`src/rtl/fir_pkg.sv`:
```
// Shared types and default sizing for the FIR input feeder.
package fir_pkg;

    typedef enum logic [1:0] {
        IDLE  = 2'd0,
        RUN   = 2'd1,
        DRAIN = 2'd2
    } state_t;

    localparam int DATA_W_DEF = 16;
    localparam int DEPTH_DEF  = 8;
    localparam int DROP_CNT_W = 16;

endpackage

```
`src/rtl/fir_sync_fifo.sv`:
```
// Synchronous FIFO with first-word-fall-through head: the oldest entry is
// always visible on head_data, and pop simply advances past it.
module fir_sync_fifo
    import fir_pkg::*;
#(
    parameter int DATA_W = DATA_W_DEF,
    parameter int DEPTH  = DEPTH_DEF
) (
    input  logic                     clk,
    input  logic                     rst,
    input  logic                     push,
    input  logic [DATA_W-1:0]        push_data,
    input  logic                     pop,
    output logic [DATA_W-1:0]        head_data,
    output logic                     empty,
    output logic                     full,
    output logic [$clog2(DEPTH):0]   level
);

    localparam int AW    = $clog2(DEPTH);
    localparam int LVL_W = AW + 1;

    logic [DATA_W-1:0] mem [DEPTH];
    logic [AW-1:0]     wr_ptr_reg, wr_ptr_next;
    logic [AW-1:0]     rd_ptr_reg, rd_ptr_next;
    logic [LVL_W-1:0]  level_reg, level_next;

    assign empty     = (level_reg == '0);
    assign full      = (level_reg == LVL_W'(DEPTH));
    assign level     = level_reg;
    assign head_data = mem[rd_ptr_reg];

    // Pointers are exactly AW bits wide, so the natural rollover is the modulo-DEPTH wrap.
    always_comb begin
        wr_ptr_next = wr_ptr_reg;
        rd_ptr_next = rd_ptr_reg;
        level_next  = level_reg;
        if (push) begin
            wr_ptr_next = wr_ptr_reg + AW'(1);
        end
        if (pop) begin
            rd_ptr_next = rd_ptr_reg + AW'(1);
        end
        case ({push, pop})
            2'b10:   level_next = level_reg + LVL_W'(1);
            2'b01:   level_next = level_reg - LVL_W'(1);
            default: level_next = level_reg;
        endcase
    end

    always_ff @(posedge clk) begin
        if (push) begin
            mem[wr_ptr_reg] <= push_data;
        end
    end

    always_ff @(posedge clk) begin
        if (rst) begin
            wr_ptr_reg <= '0;
            rd_ptr_reg <= '0;
            level_reg  <= '0;
        end else begin
            wr_ptr_reg <= wr_ptr_next;
            rd_ptr_reg <= rd_ptr_next;
            level_reg  <= level_next;
        end
    end

endmodule

```
`src/rtl/fir_axis_feeder.sv`:
```
// Buffers strobed ADC samples and presents them to a FIR as an AXI-Stream
// master through a registered output stage, with drop statistics.
module fir_axis_feeder
    import fir_pkg::*;
#(
    parameter int DATA_W = DATA_W_DEF,
    parameter int DEPTH  = DEPTH_DEF
) (
    input  logic                   clk,
    input  logic                   rst,
    input  logic                   en,
    input  logic                   sample_valid,
    input  logic [DATA_W-1:0]      sample_data,
    input  logic                   m_axis_data_tready,
    output logic                   m_axis_data_tvalid,
    output logic [DATA_W-1:0]      m_axis_data_tdata,
    input  logic                   clr_stat,
    output logic                   overflow,
    output logic [DROP_CNT_W-1:0]  drop_cnt,
    output logic [$clog2(DEPTH):0] level,
    output logic                   busy
);

    state_t                  state_reg, state_next;
    logic                    tvalid_reg, tvalid_next;
    logic [DATA_W-1:0]       tdata_reg, tdata_next;
    logic                    overflow_reg, overflow_next;
    logic [DROP_CNT_W-1:0]   drop_cnt_reg, drop_cnt_next;

    logic [DATA_W-1:0]       fifo_head;
    logic                    fifo_empty, fifo_full;
    logic [$clog2(DEPTH):0]  fifo_level;

    logic in_run, accept, drop, out_free, fifo_pop, bypass, fifo_push;

    // Full is judged on the registered level, so a same-cycle pop never makes room.
    assign in_run   = (state_reg == RUN);
    assign accept   = in_run && sample_valid && !fifo_full;
    assign drop     = in_run && sample_valid && fifo_full;
    assign out_free = !tvalid_reg || m_axis_data_tready;
    assign fifo_pop = out_free && !fifo_empty;
    // With nothing buffered the sample goes straight to the output stage.
    assign bypass    = out_free && fifo_empty && accept;
    assign fifo_push = accept && !bypass;

    fir_sync_fifo #(
        .DATA_W (DATA_W),
        .DEPTH  (DEPTH)
    ) u_fifo (
        .clk       (clk),
        .rst       (rst),
        .push      (fifo_push),
        .push_data (sample_data),
        .pop       (fifo_pop),
        .head_data (fifo_head),
        .empty     (fifo_empty),
        .full      (fifo_full),
        .level     (fifo_level)
    );

    always_comb begin
        state_next = state_reg;
        case (state_reg)
            IDLE:    if (en) state_next = RUN;
            RUN:     if (!en) state_next = DRAIN;
            DRAIN: begin
                if (en) begin
                    state_next = RUN;
                end else if (fifo_empty && !tvalid_reg) begin
                    state_next = IDLE;
                end
            end
            default: state_next = IDLE;
        endcase
    end

    always_comb begin
        tvalid_next = tvalid_reg;
        tdata_next  = tdata_reg;
        if (out_free) begin
            if (!fifo_empty) begin
                tvalid_next = 1'b1;
                tdata_next  = fifo_head;
            end else if (accept) begin
                tvalid_next = 1'b1;
                tdata_next  = sample_data;
            end else begin
                tvalid_next = 1'b0;
            end
        end
    end

    // A drop wins over a simultaneous clear, restarting the count at one.
    always_comb begin
        overflow_next = overflow_reg;
        drop_cnt_next = drop_cnt_reg;
        if (drop) begin
            overflow_next = 1'b1;
            if (clr_stat) begin
                drop_cnt_next = DROP_CNT_W'(1);
            end else if (drop_cnt_reg != {DROP_CNT_W{1'b1}}) begin
                drop_cnt_next = drop_cnt_reg + DROP_CNT_W'(1);
            end
        end else if (clr_stat) begin
            overflow_next = 1'b0;
            drop_cnt_next = '0;
        end
    end

    always_ff @(posedge clk) begin
        if (rst) begin
            state_reg    <= IDLE;
            tvalid_reg   <= 1'b0;
            tdata_reg    <= '0;
            overflow_reg <= 1'b0;
            drop_cnt_reg <= '0;
        end else begin
            state_reg    <= state_next;
            tvalid_reg   <= tvalid_next;
            tdata_reg    <= tdata_next;
            overflow_reg <= overflow_next;
            drop_cnt_reg <= drop_cnt_next;
        end
    end

    assign m_axis_data_tvalid = tvalid_reg;
    assign m_axis_data_tdata  = tdata_reg;
    assign overflow           = overflow_reg;
    assign drop_cnt           = drop_cnt_reg;
    assign level              = fifo_level;
    assign busy               = (state_reg != IDLE);

endmodule

```
`config.mk`:
```
export PLATFORM = sky130hd
export DESIGN_NAME = fir_axis_feeder
export DESIGN_NICKNAME = d
export VERILOG_FILES = /design/src/rtl/fir_pkg.sv /design/src/rtl/fir_sync_fifo.sv /design/src/rtl/fir_axis_feeder.sv
export SDC_FILE = /design/constraint.sdc
export NUM_CORES = 1
export LEC_CHECK = 0
export ABC_AREA = 1
export CAP_MARGIN = 20
export CORE_MARGIN = 5
export CORE_UTILIZATION = 35
export DETAILED_ROUTE_END_ITERATION = 7
export MAX_ROUTING_LAYER = met4
export SKIP_CTS_REPAIR_TIMING = 1
export SLEW_MARGIN = 20
export SYNTH_ARGS = -nofsm -noshare
export SYNTH_HDL_FRONTEND = slang
export SYNTH_HIERARCHICAL = 1
export SYNTH_SLANG_ARGS = --single-unit
```
`constraint.sdc`:
```
create_clock -name clk -period 7.9 [get_ports clk]
set_input_delay 1.58 -clock clk [delete_from_list [all_inputs] [get_ports clk]]
set_output_delay 1.58 -clock clk [all_outputs]
set_load 0.02 [all_outputs]
```
==> results_dict.tcl, run 1 <==
set metrics [dict create \
    die_h_microns 159 \
    clkSinkCount 177 \
    rsz0062_at_grt "false" \
    synthCells 780 \
    outcome "completed" \
    max_stage_delay_ns 0.69 \
    largest_reg_flops 128 \
    ys_seq_area_share_pct 62.5 \
    rows 54 \
    gp_congestion 0.859 \
    die_x_microns 159 \
    fmax_mhz 246 \
    yosysWarnings 6 \
    htree_levels 4 \
    p_leak_nw 3.26 \
    fin_crit_ns 4.06 \
    synth_async_sr_flop_share_pct 0 \
    yosys_register_bits 177 \
    grt_pass1_wl_microns 28100 \
    io_buffers 60 \
    initial_utilization_pct 35.5 \
    drc_errors 0 \
    clock_skew_ns 0.00813 \
    firstDrtPassIters 8 \
    arrival_ns 4.19 \
    post-route-period-util_pct 51.4 \
    cts_buffer_depth 2 \
    end_kind "register" \
    utilization_pct 41.8 \
    layout.nets 864 \
    fin_tns_setup_ns 0 \
    crit_chain "clkdlybuf4s50_1 > nor2_1 > inv_1 > a21oi_1 > inv_1 > or2_2 > nor2_1 > buf_4" \
    hpwl_microns 10800 \
    io_pins 61 \
    ys_types 38 \
    wl_per_cell_microns 15.6 \
    grt_pass1_vias 5224 \
    synthToLayoutAreaGrowth_pct 17.7 \
    slowest_stage "nor2_1" \
    synth_flop_cell "edfxtp_1" \
    grt_max_degree 66 \
    drt_iter0_drc 332 \
    critPathMaxFanout 9 \
    postRouteAntennaNets 0 \
    worstSetupPathType "in -> reg" \
    core_region_area_sq_um 21800 \
    worstMarginPinSlew_ns 0.894 \
    slew-limit-headroom_pct 40.3 \
    cp-start-kind "input pin" \
    cts_tree "yes" \
    worstPathRequired_ns 8.03 \
    hold_path.class "reg -> reg" \
    path_clk_slew_ns 0.06 \
    vdd.ir_drop.worst_mv 0.215 \
    grt-ovfl-total 0 \
    grt_usage_pct 14.8 \
    avgSynthCellArea_sq_um 9.90 \
    setup_viol 0 \
    antenna_found_initial 1 \
    syn_area_sq_um 7720 \
    drt-total-wl_microns 17600 \
    finalHoldViolCount 0 \
    cap_violations 0 \
    die_area_sq_um 25100 \
    cts_root_buf "clkbuf_16" \
    vias 5445 \
    worstSkewPairLatency_ns 0.42 \
    p_per_area_nw_per_um2 307 \
    synth-edff-count 128 \
    syn_nets 808 \
    via_per_inst 4.82 \
    slew_violations 0 \
    drive_above_1_share_pct 8.13 \
    cts_buffers 17 \
    power.total_mw 2.79 \
]
stage by stage:
step,cells,worst slack (ns),cell area (sq um),hold slack [ns]
3_5_place_dp,1097,3.37,8530,0.462
4_1_cts,1129,3.80,9090,0.474
3_3_place_gp,1097,3.45,8530,0.462
5_1_grt,1130,3.58,9090,0.505
2_1_floorplan,780,4.18,7720,0.470
6_report,1130,3.84,9090,0.470
path summary, 6_finish.rpt:
check | startpoint | endpoint | slack (ns) | cells past startpoint
setup reg to reg | u_fifo/level[1] | u_fifo/mem[4][7] | 4.87 | 10
hold reg to reg | overflow | overflow | 0.47 | 2
hold / removal | overflow | overflow | 0.47 | 2
setup / recovery | m_axis_data_tready | u_fifo/mem[4][7] | 3.84 | 8
Yosys cell counts, types with 2 or more instances:
cell type  number  share of area (%)
a211oi_1        3               0.29
a21oi_1        17                1.1
a21oi_2         4               0.45
buf_2          10               0.65
buf_4           3               0.29
buf_6          10                1.5
clkbuf_1        7               0.34
clkbuf_2        2               0.13
dfxtp_1        49                 13
edfxtp_1      128                 50
ha_1            6               0.97
inv_1          45                2.2
inv_4           3               0.24
mux2i_1        16                2.1
nand2_1       167                8.1
nand2_2         5               0.40
nand3_1        26                1.7
nand4_1         8               0.65
nand4_2         2               0.32
nor2_1        144                7.0
nor2_2          4               0.32
nor3_1          5               0.32
o21ai_0        69                4.5
o21ai_1        14               0.91
o22ai_1        16                1.3
or2_2           3               0.24
xnor2_1         3               0.34
cell usage in the layout (no fill, tap or decap), types with 14 or more instances in the layout:
master	instances
a21oi_1	17
clkbuf_16	17
clkdlybuf4s50_1	60
dfxtp_1	47
edfxtp_1	128
inv_1	45
mux2i_1	16
nand2_1	167
nand3_1	26
nor2_1	144
o21ai_0	69
o21ai_1	14
o22ai_1	16
area by class of cell:
class,count,area (sq um)
diodes,1,2.50
repair buffers,70,676
well taps,280,350
flip-flops and latches,177,4830
clock inverters,12,110
clock buffers,20,447
inverters,50,195
fillers,2075,12700
multi-input cells,520,2480
power by group:
group          internal (mW)  switching [mW]  total (mW)  leakage (nW)
clock                  0.443           0.348       0.791         0.262
combinational          0.308           0.556       0.864          1.44
sequential              1.06          0.0722        1.13          1.55
total                   1.81           0.976        2.79          3.26
per-layer routing:
| metal | global-route usage [%] | share of wire, % |
|---|---|---|
| met5 | - | 0 |
| met4 | 5.04 | 1.7 |
| met3 | 3.40 | 4.7 |
| met2 | 22.4 | 46 |
| met1 | 19.8 | 47 |
logic make-up after synthesis:
family / synth area share (%)
AOI/OAI and AO/OA: 8.92
xor gates and xnor gates: 0.340
adders and majority gates: 0.972
buffers and inverters: 5.44
DFF: 62.5
muxes: 2.07
and+or+nand+nor: 19.8
worst max-delay path, delay by kind of cell:
family | cells | cell delay [ns]
and+or+nand+nor | 3 | 1.31
AOI/OAI and AO/OA | 1 | 0.30
buffers and inverters | 4 | 0.99
No activity file was read; power rests on OpenSTA's default activity.
==> run 2: changes to the inputs <==
clock period = 4 ns   (was 7.9 ns; I/O delays follow)
==> run 2 against run 1 <==
Net effect: die area stayed put; worst setup slack got worse by 2.6 ns; global-route usage decreased by 0.19 points; wire length down 2.6%; combinational power is 93% higher; register-to-register slack worse by 3.4 ns; sequential cell count is the same; final cell count increased by 0.18%; design area grew 0.50%; via count is essentially flat; largest power group unchanged; highest routed layer unchanged.
==> results_dict.tcl, run 2 (synthesis results as in run 1) <==
set metrics [dict create \
    place_ws_ns 0.744 \
    cap_violations 0 \
    postRouteAntennaNets 0 \
    seqCellArea_sq_um 4830 \
    wl_per_cell_microns 15.2 \
    fmax_mhz 358 \
    outcome "completed" \
    drc_errors 0 \
    hold_path.class "reg -> reg" \
    rsz0062_at_grt "false" \
    grt_use_met1_pct 19.7 \
    setup_viol 0 \
    slew_violations 0 \
    die_x_microns 159 \
    finalHoldViolCount 0 \
    end_kind "register" \
    clock_skew_ns 0.0127 \
    rows 54 \
    layout.nets 867 \
    largest_reg_flops 128 \
    cts_buffers 17 \
    grt_pass1_vias 5234 \
    die_area_sq_um 25100 \
    multi_input_area_sq_um 2480 \
    mostFrequentLayoutCells "nand2_1 (167), nor2_1 (144), edfxtp_1 (128), o21ai_0 (69), clkdlybuf4s50_1 (60)" \
    grt.busiest_layer "met2" \
    cts_buffer_depth 2 \
    final.fill_count 2089 \
    fin_crit_ns 2.79 \
    cp-start-kind "input pin" \
    fin_tns_setup_ns 0 \
    dp.cells 1100 \
    vias 5442 \
    worstSetupPathType "in -> reg" \
    io_pins 61 \
    grt_pass1_wl_microns 27800 \
    p_leak_nw 3.29 \
    use_met2_pct 22.4 \
    hpwl_microns 10800 \
    final_cells 1132 \
    cts_tree "yes" \
    drt-total-wl_microns 17200 \
    grt-ovfl-total 0 \
    slew-limit-headroom_pct 47.1 \
    layout_commonest_cell "nand2_1" \
    htree_levels 4 \
    worstMarginPinSlew_ns 0.793 \
    gp_congestion 0.827 \
    drt_iter0_drc 489 \
    clkSinkCount 177 \
    path_clk_slew_ns 0.06 \
    synthToLayoutAreaGrowth_pct 18.3 \
    firstDrtPassIters 4 \
    arrival_ns 3.11 \
    drive_above_1_share_pct 8.22 \
    post-route-period-util_pct 69.8 \
    initial_utilization_pct 35.5 \
    critPathMaxFanout 6 \
    grt_use_met3_pct 2.80 \
    vdd.ir_drop.worst_mv 0.293 \
    worstSkewPairLatency_ns 0.43 \
    grt_max_degree 65 \
    io_buffers 60 \
    grt_usage_pct 14.7 \
    core_region_area_sq_um 21800 \
    finalWorstSetupSlack_ns 1.21 \
    diodes 0 \
    cts_root_buf "clkbuf_16" \
    worstPathRequired_ns 4.32 \
    antenna_found_initial 0 \
    via_per_inst 4.81 \
    die_h_microns 159 \
    p_per_area_nw_per_um2 610 \
]
## run 2: cell type report
class                           count  area share, %
Clock buffer                       22           4.97
Clock inverter                     10           1.40
Inverter                           50           2.14
Multi-Input combinational cell    520           27.2
Sequential cell                   177           52.8
Tap cell                          280           3.83
Timing Repair Buffer               73           7.64
## run 2: per-layer routing
layer  up-vias  part of all wire (%)
li1       2758                     -
met2       117                    46
met3        18                   4.4
met4         0                   1.6
met1      2549                    47
met5         -                     0
## run 2: worst max-delay path: stages
cell	delay, ns
clkdlybuf4s50_1	0.42
nor2_1	0.27
inv_1	0.12
a21oi_1	0.28
inv_1	0.16
ha_1	0.27
nand2_1	0.09
inv_1	0.04
nor2_1	0.12
ha_1	0.16
a21oi_1	0.05
xnor2_1	0.13
o21ai_0	0.14
inv_1	0.05
## run 2: path summary, 6_finish.rpt
kind | startpoint | end | slack [ns] | cells past startpoint
max reg2reg | u_fifo/level[1] | u_fifo/level[2] | 1.47 | 16
max | m_axis_data_tready | u_fifo/level[2] | 1.21 | 14
min | overflow | overflow | 0.47 | 2
min reg2reg | overflow | overflow | 0.47 | 2
## run 2: through the flow
stage | hold WS, ns | total power, mW | utilization [%] | cell area [sq um]
3_5_place_dp | 0.459 | 3.98 | 39.3 | 8560
4_1_cts | 0.472 | 5.63 | 42.0 | 9140
3_3_place_gp | 0.459 | 3.98 | 39.3 | 8560
2_1_floorplan | 0.470 | 3.50 | - | 7720
5_1_grt | 0.507 | 5.96 | 42.0 | 9140
6_report | 0.468 | 5.58 | 42.0 | 9140
## run 2: power breakdown
part	total (mW)	switching [mW]	leakage, nW	internal, mW
clock network	1.65	0.698	0.282	0.949
logic	1.67	1.06	1.46	0.610
registers	2.26	0.163	1.55	2.10
total	5.58	1.92	3.29	3.65
